==> config.mk <==
export PLATFORM = sky130hd
export DESIGN_NAME = pc_sequencer
export DESIGN_NICKNAME = d
export VERILOG_FILES = /design/src/rtl/pc_pkg.sv /design/src/rtl/pc_ras.sv /design/src/rtl/pc_sequencer.sv
export SDC_FILE = /design/constraint.sdc
export NUM_CORES = 1
export LEC_CHECK = 0
export CAP_MARGIN = 20
export CORE_MARGIN = 2
export CORE_UTILIZATION = 60
export DETAILED_ROUTE_END_ITERATION = 8
export GPL_TIMING_DRIVEN = 0
export PLACE_DENSITY = 0.94
export SETUP_SLACK_MARGIN = 0.05
export SLEW_MARGIN = 15
export SYNTH_ARGS = -nofsm -noshare
export SYNTH_HDL_FRONTEND = slang
export SYNTH_HIERARCHICAL = 1
export SYNTH_SLANG_ARGS = --single-unit
==> constraint.sdc <==
create_clock -name clk -period 12.59 [get_ports clk]
set_input_delay 2.518 -clock clk [delete_from_list [all_inputs] [get_ports clk]]
set_output_delay 2.518 -clock clk [all_outputs]
set_load 0.05 [all_outputs]
==> src/rtl/pc_pkg.sv <==
// Shared types and default vectors for the program-counter sequencer and its return-address stack.
package pc_pkg;

  typedef enum logic [1:0] {
    RK_JUMP = 2'b00,
    RK_CALL = 2'b01,
    RK_RET  = 2'b10,
    RK_RSVD = 2'b11
  } redirect_kind_e;

  localparam logic [31:0] PC_RESET_VECTOR_DEFAULT = 32'h0000_0000;
  localparam logic [31:0] PC_TRAP_VECTOR_DEFAULT  = 32'h0000_0100;

endpackage

==> src/rtl/pc_ras.sv <==
// Circular return-address stack; a push when full overwrites the oldest entry.
module pc_ras #(
  parameter int XLEN      = 32,
  parameter int RAS_DEPTH = 4
) (
  input  logic                         clk,
  input  logic                         reset,
  input  logic                         push,
  input  logic                         pop,
  input  logic                         clear,
  input  logic [XLEN-1:0]              push_data,
  output logic [XLEN-1:0]              top,
  output logic [$clog2(RAS_DEPTH):0]   count
);

  localparam int PW = $clog2(RAS_DEPTH);
  localparam int CW = PW + 1;

  logic [XLEN-1:0] mem [RAS_DEPTH];
  logic [PW-1:0]   ptr;

  // ptr names the next free slot, so the newest entry sits one below it.
  assign top = mem[ptr - PW'(1)];

  always_ff @(posedge clk or negedge reset) begin
    if (!reset) begin
      ptr   <= '0;
      count <= '0;
    end else if (clear) begin
      ptr   <= '0;
      count <= '0;
    end else if (push) begin
      ptr <= ptr + PW'(1);
      if (count != CW'(RAS_DEPTH)) count <= count + CW'(1);
    end else if (pop && (count != '0)) begin
      ptr   <= ptr - PW'(1);
      count <= count - CW'(1);
    end
  end

  always_ff @(posedge clk) begin
    if (push && !clear) mem[ptr] <= push_data;
  end

endmodule

==> src/rtl/pc_sequencer.sv <==
// Next-PC selection with trap, redirect (jump/call/return), stall and a return-address stack.
module pc_sequencer
  import pc_pkg::*;
#(
  parameter int              XLEN         = 32,
  parameter logic [XLEN-1:0] RESET_VECTOR = XLEN'(PC_RESET_VECTOR_DEFAULT),
  parameter logic [XLEN-1:0] TRAP_VECTOR  = XLEN'(PC_TRAP_VECTOR_DEFAULT),
  parameter int              RAS_DEPTH    = 4
) (
  input  logic                        clk,
  input  logic                        reset,
  input  logic                        stall,
  input  logic                        trap,
  input  logic                        redirect_valid,
  input  logic [1:0]                  redirect_kind,
  input  logic [XLEN-1:0]             redirect_target,
  output logic [XLEN-1:0]             pc,
  output logic [XLEN-1:0]             pc_next,
  output logic                        misaligned,
  output logic [$clog2(RAS_DEPTH):0]  ras_count
);

  redirect_kind_e  kind;
  logic [XLEN-1:0] pc_plus4;
  logic [XLEN-1:0] ras_top;
  logic [XLEN-1:0] eff_target;
  logic            ras_push;
  logic            ras_pop;
  logic            ras_clear;
  logic            mis_next;

  assign kind     = redirect_kind_e'(redirect_kind);
  assign pc_plus4 = pc + XLEN'(4);

  // An empty stack falls back to the computed target for returns.
  assign eff_target = ((kind == RK_RET) && (ras_count != '0)) ? ras_top : redirect_target;

  always_comb begin
    pc_next   = pc_plus4;
    ras_push  = 1'b0;
    ras_pop   = 1'b0;
    ras_clear = 1'b0;
    mis_next  = 1'b0;
    if (trap) begin
      pc_next   = TRAP_VECTOR;
      ras_clear = 1'b1;
    end else if (redirect_valid) begin
      if (eff_target[1:0] != 2'b00) begin
        pc_next  = TRAP_VECTOR;
        mis_next = 1'b1;
      end else begin
        pc_next  = eff_target;
        ras_push = (kind == RK_CALL);
        ras_pop  = (kind == RK_RET) && (ras_count != '0);
      end
    end else if (stall) begin
      pc_next = pc;
    end
  end

  // Single registered stage for pc and the misaligned pulse.
  always_ff @(posedge clk or negedge reset) begin
    if (!reset) begin
      pc         <= RESET_VECTOR;
      misaligned <= 1'b0;
    end else begin
      pc         <= pc_next;
      misaligned <= mis_next;
    end
  end

  pc_ras #(
    .XLEN      (XLEN),
    .RAS_DEPTH (RAS_DEPTH)
  ) u_ras (
    .clk       (clk),
    .reset     (reset),
    .push      (ras_push),
    .pop       (ras_pop),
    .clear     (ras_clear),
    .push_data (pc_plus4),
    .top       (ras_top),
    .count     (ras_count)
  );

endmodule

==> flow_metrics.env, run 1 <==
export IMPL_multi_input_area_sq_um=2920
export IMPL_vias=6155
export IMPL_status="completed"
export IMPL_ant_nets=0
export IMPL_path_cells="clkdlybuf4s50_1 -> nor2_1 -> a21boi_0 -> o21bai_1 -> clkbuf_1 -> o22ai_1 -> clkdlybuf4s50_1"
export IMPL_synth_cell_types=60
export IMPL_required_ps=10070
export IMPL_async_flop_share_pct=22.9
export IMPL_post_cts_buffers=0
export IMPL_nets=736
export IMPL_max_slew_margin_pct=28.7
export IMPL_place_congestion=0.943
export IMPL_synthCells=558
export IMPL_setup_violations_final=0
export IMPL_synth_top_area_share_pct=48.4
export IMPL_max_clock_freq_mhz=118
export IMPL_syn_area_per_cell_sq_um=14.2
export IMPL_max_cap_violations=0
export IMPL_numCtsBuffers=17
export IMPL_dr_pass1_iters=5
export IMPL_grt_max_degree=25
export IMPL_drt_vias_per_instance=6.99
export IMPL_power_density_nw_per_um2=124
export IMPL_wire_per_inst_um=26.7
export IMPL_num_rows=42
export IMPL_register_area_sq_um=4790
export IMPL_startpoint_type="primary input"
export IMPL_clock_sinks=166
export IMPL_dieWidth_um=119
export IMPL_arrival_ps=5950
export IMPL_drc=0
export IMPL_grt_pass1_wl_um=36100
export IMPL_initial_core_util_pct=60.7
export IMPL_ctsLongestPathBuffers=2
export IMPL_fin_crit_ps=8470
export IMPL_crit_buf_inv=3
export IMPL_core_sq_um=13100
export IMPL_tns_ps=0
export IMPL_synth_most_common_cell="edfxtp_1"
export IMPL_timing_final_crit_share_pct=67.2
export IMPL_cts_resized=0
export IMPL_critical_path_class="in -> out"
export IMPL_max_vdd_ir_drop_mv=0.105
export IMPL_netlist_top_cells_count="edfxtp_1, dfrtp_1, mux4_2"
export IMPL_yosysTopAreaCell="edfxtp_1"
export IMPL_ys_warn_count=6
export IMPL_syn2layout_area_growth_pct=25.6
export IMPL_hold_viol_final=0
export IMPL_antenna_found_initial=0
export IMPL_portBuffers=105
export IMPL_clock_skew_ps=8.58
export IMPL_grt_busiest_layer="met2"
export IMPL_critPathCaptureType="output pin"
export IMPL_slowest_delay_ps=870
export IMPL_rsz0062_at_grt="false"
export IMPL_die_y_um=119
export IMPL_hp_class="reg -> reg"
export IMPL_drt_wl_total_um=23500
export IMPL_regToRegSetupSlack_ps=7130
export IMPL_cts_hold_buf=0
export IMPL_h_tree_depth=4
export IMPL_slowest_stage="clkdlybuf4s50_1"
export IMPL_grt_pass1_vias=6289
export IMPL_final_layout_size_suffix_gt1_share_pct=15.3
export IMPL_pin_count=107
export IMPL_met2_usage_pct=55.1
export IMPL_antenna_cells=0
export IMPL_fill_cells=732
export IMPL_dieArea_sq_um=14200
export IMPL_drv_slew=0
export IMPL_cts_tree="done"
export IMPL_ys_seq_area_share_pct=60.4
export IMPL_drt_iter0_drc=830
export IMPL_use_met1_pct=45.3
export IMPL_design_power_total_mw=1.24
export IMPL_synth_area_sq_um=7940
export IMPL_synth_seq_cells=166
export IMPL_p_leak_nw=3.47
export IMPL_tightestPinTransition_ps=1070
export IMPL_synth_main_ff_cell="edfxtp_1"
export IMPL_synth_area_leaders="edfxtp_1, dfrtp_1, mux4_2"
export IMPL_syn_nets=603
export IMPL_dpl_hpwl_um=15200
export IMPL_cts_root_buf="clkbuf_16"
export IMPL_grt_overflow_total=0
export IMPL_clkLatencyLatePin_ps=440
export IMPL_grt_total_usage_pct=34.8
export IMPL_cts_clk_slew_worst_paths_ps=60
export IMPL_crit_family="buffers and inverters"
export IMPL_synth_edf_count=128
export IMPL_use_met3_pct=9.29
export IMPL_critPathMaxFanout=10
export IMPL_critPathMostFrequentCell="clkdlybuf4s50_1"
worst register-to-register path, delay by kind of cell, from the launching register on:
family	cells	cell delay, ps
and+or+nand+nor	5	2400
buffers and inverters	8	1520
adders and majority gates	1	290
AOI/OAI and AO/OA	1	150
muxes	1	350
DFF	1	420
where the power goes:
part           switching (mW)  total [mW]  internal [mW]
registers             0.00657       0.599          0.592
logic                  0.0614      0.0965         0.0352
clock network           0.218       0.544          0.326
worst paths after layout:
kind	from	to	depth (start not counted)
worst max-delay path	redirect_target[0]	pc_next[3]	7
worst min-delay path	pc[1]$_DFF_PN0_	u_ras/mem[3][1]$_DFFE_PP_	0
worst max register to register	u_ras/ptr[0]$_DFFE_PN0P_	u_ras/mem[3][19]$_DFFE_PP_	16
worst min register to register	pc[1]$_DFF_PN0_	u_ras/mem[3][1]$_DFFE_PP_	0
max in group asynchronous	reset	pc[22]$_DFF_PN0_	2
min in group asynchronous	reset	pc[3]$_DFF_PN0_	1
flip-flops by register name, indices dropped and copies added, names as in the netlist:
signal / cells
u_ras/mem: 128
pc: 32
u_ras/count: 3
u_ras/ptr: 2
misaligned: 1
layout by cell type, fill, tap and decap left out, types with 5 or more instances in the layout:
master | netlist | layout
a311oi_1 | 6 | 6
a31oi_1 | 11 | 11
or3_1 | 8 | 8
buf_6 | 5 | 5
or4_1 | 9 | 9
o211ai_1 | 9 | 9
xnor2_1 | 28 | 28
ha_1 | 5 | 5
inv_1 | 7 | 7
dfrtp_1 | 38 | 38
clkbuf_16 | 0 | 17
nand4_1 | 17 | 17
nor3_1 | 10 | 9
nor2_1 | 19 | 19
nand3_1 | 28 | 28
buf_2 | 7 | 9
mux4_2 | 32 | 32
nand2_1 | 25 | 25
mux2i_1 | 11 | 11
nor4_1 | 12 | 12
clkbuf_1 | 24 | 25
xor2_1 | 13 | 13
and4_1 | 21 | 21
clkdlybuf4s50_1 | 0 | 104
o22ai_1 | 10 | 10
buf_12 | 0 | 5
edfxtp_1 | 128 | 128
and2_1 | 9 | 5
cells by family after synthesis:
| group | Yosys count | share of synthesized area [%] |
|---|---|---|
| DFF | 166 | 60.4 |
| AOI/OAI and AO/OA | 67 | 6.27 |
| xor gates and xnor gates | 41 | 4.52 |
| buffers and inverters | 51 | 3.13 |
| adders and majority gates | 6 | 1.04 |
| and+or+nand+nor | 182 | 13.9 |
| muxes | 45 | 10.8 |
area by class of cell:
| class | instances | area share [%] |
|---|---|---|
| Clock buffer | 20 | 4.58 |
| Sequential cell | 166 | 48.1 |
| Tap cell | 176 | 2.21 |
| Clock inverter | 12 | 1.67 |
| Inverter | 9 | 0.339 |
| Buffer | 42 | 2.16 |
| Multi-Input combinational cell | 341 | 29.2 |
| Timing Repair Buffer | 114 | 11.8 |
per-layer routing:
| layer | vias up | wire [um] |
|---|---|---|
| met3 | 125 | 2850 |
| met2 | 573 | 11300 |
| met1 | 2960 | 8180 |
| met5 | - | 0 |
| met4 | 0 | 1110 |
| li1 | 2497 | - |
through the flow:
stage | instance area, sq um | worst slack, ps | util (%) | hold slack, ps | std cells
floorplan | 7940 | 3920 | - | 490 | 558
global placement | 9210 | 3200 | 70.4 | 516 | 839
detailed placement | 9340 | 4220 | 71.3 | 538 | 846
CTS | 9960 | 4240 | 76.1 | 552 | 878
global route | 9980 | 4050 | 76.2 | 579 | 880
finish | 9980 | 4120 | 76.2 | 552 | 880
(Power assumes the default switching activity.)
==> run 2, diff against run 1 <==
--- a/config.mk
+++ b/config.mk
@@ -7,10 +7,10 @@
 export LEC_CHECK = 0
 export CAP_MARGIN = 20
 export CORE_MARGIN = 2
-export CORE_UTILIZATION = 60
+export CORE_UTILIZATION = 50
 export DETAILED_ROUTE_END_ITERATION = 8
 export GPL_TIMING_DRIVEN = 0
-export PLACE_DENSITY = 0.94
+export PLACE_DENSITY = 0.85
 export SETUP_SLACK_MARGIN = 0.05
 export SLEW_MARGIN = 15
 export SYNTH_ARGS = -nofsm -noshare
==> constraint.sdc (replaced) <==
create_clock -name clk -period 7.78 [get_ports clk]
set_input_delay 1.556 -clock clk [delete_from_list [all_inputs] [get_ports clk]]
set_output_delay 1.556 -clock clk [all_outputs]
set_load 0.05 [all_outputs]
==> flow_metrics.env, run 2 (same netlist as run 1, synthesis figures left out) <==
export IMPL_drv_slew=0
export IMPL_p_comb_share_pct=7.9
export IMPL_power_density_nw_per_um2=198
export IMPL_cts_hold_buf=0
export IMPL_rsz0062_at_grt="false"
export IMPL_placed_cells=885
export IMPL_min_path_cells=0
export IMPL_reg2reg_to="u_ras/mem[0][1]$_DFFE_PP_"
export IMPL_slowest_stage="nor4_2"
export IMPL_fin_util_pct=63.8
export IMPL_dieArea_sq_um=16900
export IMPL_crit_buf_inv=2
export IMPL_initial_core_util_pct=50.5
export IMPL_arrival_ps=5030
export IMPL_critPathCaptureType="output pin"
export IMPL_dieWidth_um=130
export IMPL_ant_nets=0
export IMPL_largest_register_ffs=128
export IMPL_hold_viol_final=0
export IMPL_final_cell_mix="edfxtp_1, clkdlybuf4s50_1, dfrtp_1, mux4_2"
export IMPL_drc=0
export IMPL_rr_worst_depth=16
export IMPL_tightestPinTransition_ps=1170
export IMPL_final_cells=918
export IMPL_place_congestion=0.920
export IMPL_internal_power_mw=1.52
export IMPL_register_area_sq_um=4790
export IMPL_status="completed"
export IMPL_tns_ps=0
export IMPL_layout_commonest_cell="edfxtp_1"
export IMPL_final_layout_size_suffix_gt1_share_pct=15.2
export IMPL_regToRegSetupSlack_ps=2560
export IMPL_h_tree_depth=4
export IMPL_path_cells="clkbuf_1 -> nand4b_1 -> nor4_2 -> a211oi_1 -> a2111oi_0 -> clkdlybuf4s50_1"
export IMPL_reg_top3="u_ras/mem x128, pc x32, u_ras/count x3"
export IMPL_grt_overflow_total=0
export IMPL_core_sq_um=15700
export IMPL_setup_violations_final=0
export IMPL_post_cts_buffers=0
export IMPL_critical_path_depth=6
export IMPL_grt_pass1_wl_um=34200
export IMPL_drt_iter0_drc=666
export IMPL_wire_per_inst_um=24.3
export IMPL_antenna_cells=0
export IMPL_grt_total_usage_pct=27.7
export IMPL_pin_count=107
export IMPL_antenna_found_initial=0
export IMPL_max_cap_violations=0
export IMPL_pwr_share_clk_pct=43.2
export IMPL_top_register="u_ras/mem"
export IMPL_numCtsBuffers=17
export IMPL_grt_pass1_vias=5991
export IMPL_placed_area_sq_um=9410
export IMPL_hp_class="reg -> reg"
export IMPL_drt_vias_per_instance=6.50
export IMPL_cts_tree="done"
export IMPL_design_power_total_mw=1.98
export IMPL_fin_crit_ps=6590
export IMPL_max_vdd_ir_drop_mv=0.137
export IMPL_syn2layout_area_growth_pct=26.2
export IMPL_timing_final_crit_share_pct=84.7
export IMPL_startpoint_type="primary input"
export IMPL_cts_resized=0
export IMPL_clkLatencyLatePin_ps=440
export IMPL_min_to="u_ras/mem[0][0]$_DFFE_PP_"
export IMPL_max_clock_freq_mhz=152
export IMPL_ctsLongestPathBuffers=2
export IMPL_holdCritStartpoint="pc[0]$_DFF_PN0_"
export IMPL_p_switching_mw=0.462
export IMPL_max_slew_margin_pct=21.1
export IMPL_multi_input_area_sq_um=2920
export IMPL_portBuffers=105
export IMPL_fill_cells=1082
export IMPL_r2r_start="u_ras/ptr[0]$_DFFE_PN0P_"
export IMPL_nets=734
export IMPL_cts_clk_slew_worst_paths_ps=70
export IMPL_required_ps=6220
export IMPL_p_seq_share_pct=48.9
export IMPL_critical_path_class="in -> out"
export IMPL_num_rows=46
export IMPL_p_leak_nw=3.47
export IMPL_crit_family="simple AND/OR/NAND/NOR gates"
export IMPL_clock_sinks=166
export IMPL_clock_skew_ps=16.1
export IMPL_die_y_um=130
export IMPL_slowest_delay_ps=960
export IMPL_dr_pass1_iters=5
export IMPL_vias=5968
export IMPL_drt_wl_total_um=22300
export IMPL_grt_max_degree=26
export IMPL_critPathMaxFanout=10
export IMPL_cts_root_buf="clkbuf_16"
export IMPL_switching_share_pct=23.3
export IMPL_fin_area_sq_um=10000
export IMPL_dpl_hpwl_um=15400
## run 2: cell types whose count changed in the layout (fill, tap and decap cells not counted), sizes merged
| cell | change |
|---|---|
| buf | +1 |
| clkinv | +2 |
| clkdlybuf4s18 | -1 |
| clkinvlp | -1 |
| bufinv | -1 |
| clkbuf | -2 |
## run 2: power by group through the flow
stage | clock network (mW) | registers, mW | logic, mW
2_1_floorplan | 0 | 1.00 | 0.0646
3_3_place_gp | 0 | 0.986 | 0.149
3_5_place_dp | 0 | 0.986 | 0.153
4_1_cts | 0.858 | 0.968 | 0.156
5_1_grt | 0.895 | 0.969 | 0.164
6_report | 0.856 | 0.969 | 0.157
## run 2: worst max path at each step
stage                      from     endpoint  slack [ps]
final                     stall  pc_next[31]        1190
after global routing      stall  pc_next[31]        1100
after CTS                 stall  pc_next[31]        1320
after detailed placement  stall  pc_next[31]        1360
after global placement     trap  pc_next[22]         690
after floorplan           stall  pc_next[31]        1030
## run 2: metrics by stage
stage | hold slack (ps) | worst slack [ps]
after floorplan | 490 | 1030
after global placement | 532 | 690
after detailed placement | 546 | 1360
after CTS | 564 | 1320
after global routing | 588 | 1100
final | 561 | 1190
## run 2: final cells by class
type / instances / share of cell area (%)
Inverter: 9 / 0.337
Timing Repair Buffer: 112 / 11.9
Clock inverter: 12 / 1.40
Sequential cell: 166 / 47.8
Multi-Input combinational cell: 341 / 29.1
Tap cell: 216 / 2.70
Buffer: 42 / 2.15
Clock buffer: 20 / 4.65
## run 2: metal layers
layer / GRT usage (%) / up-vias / wire, um
met3: 6.48 / 90 / 2390
li1: - / 2494 / -
met5: 0 / - / 0
met4: 13.3 / 0 / 830
met1: 35.6 / 2896 / 8220
met2: 44.8 / 488 / 10900
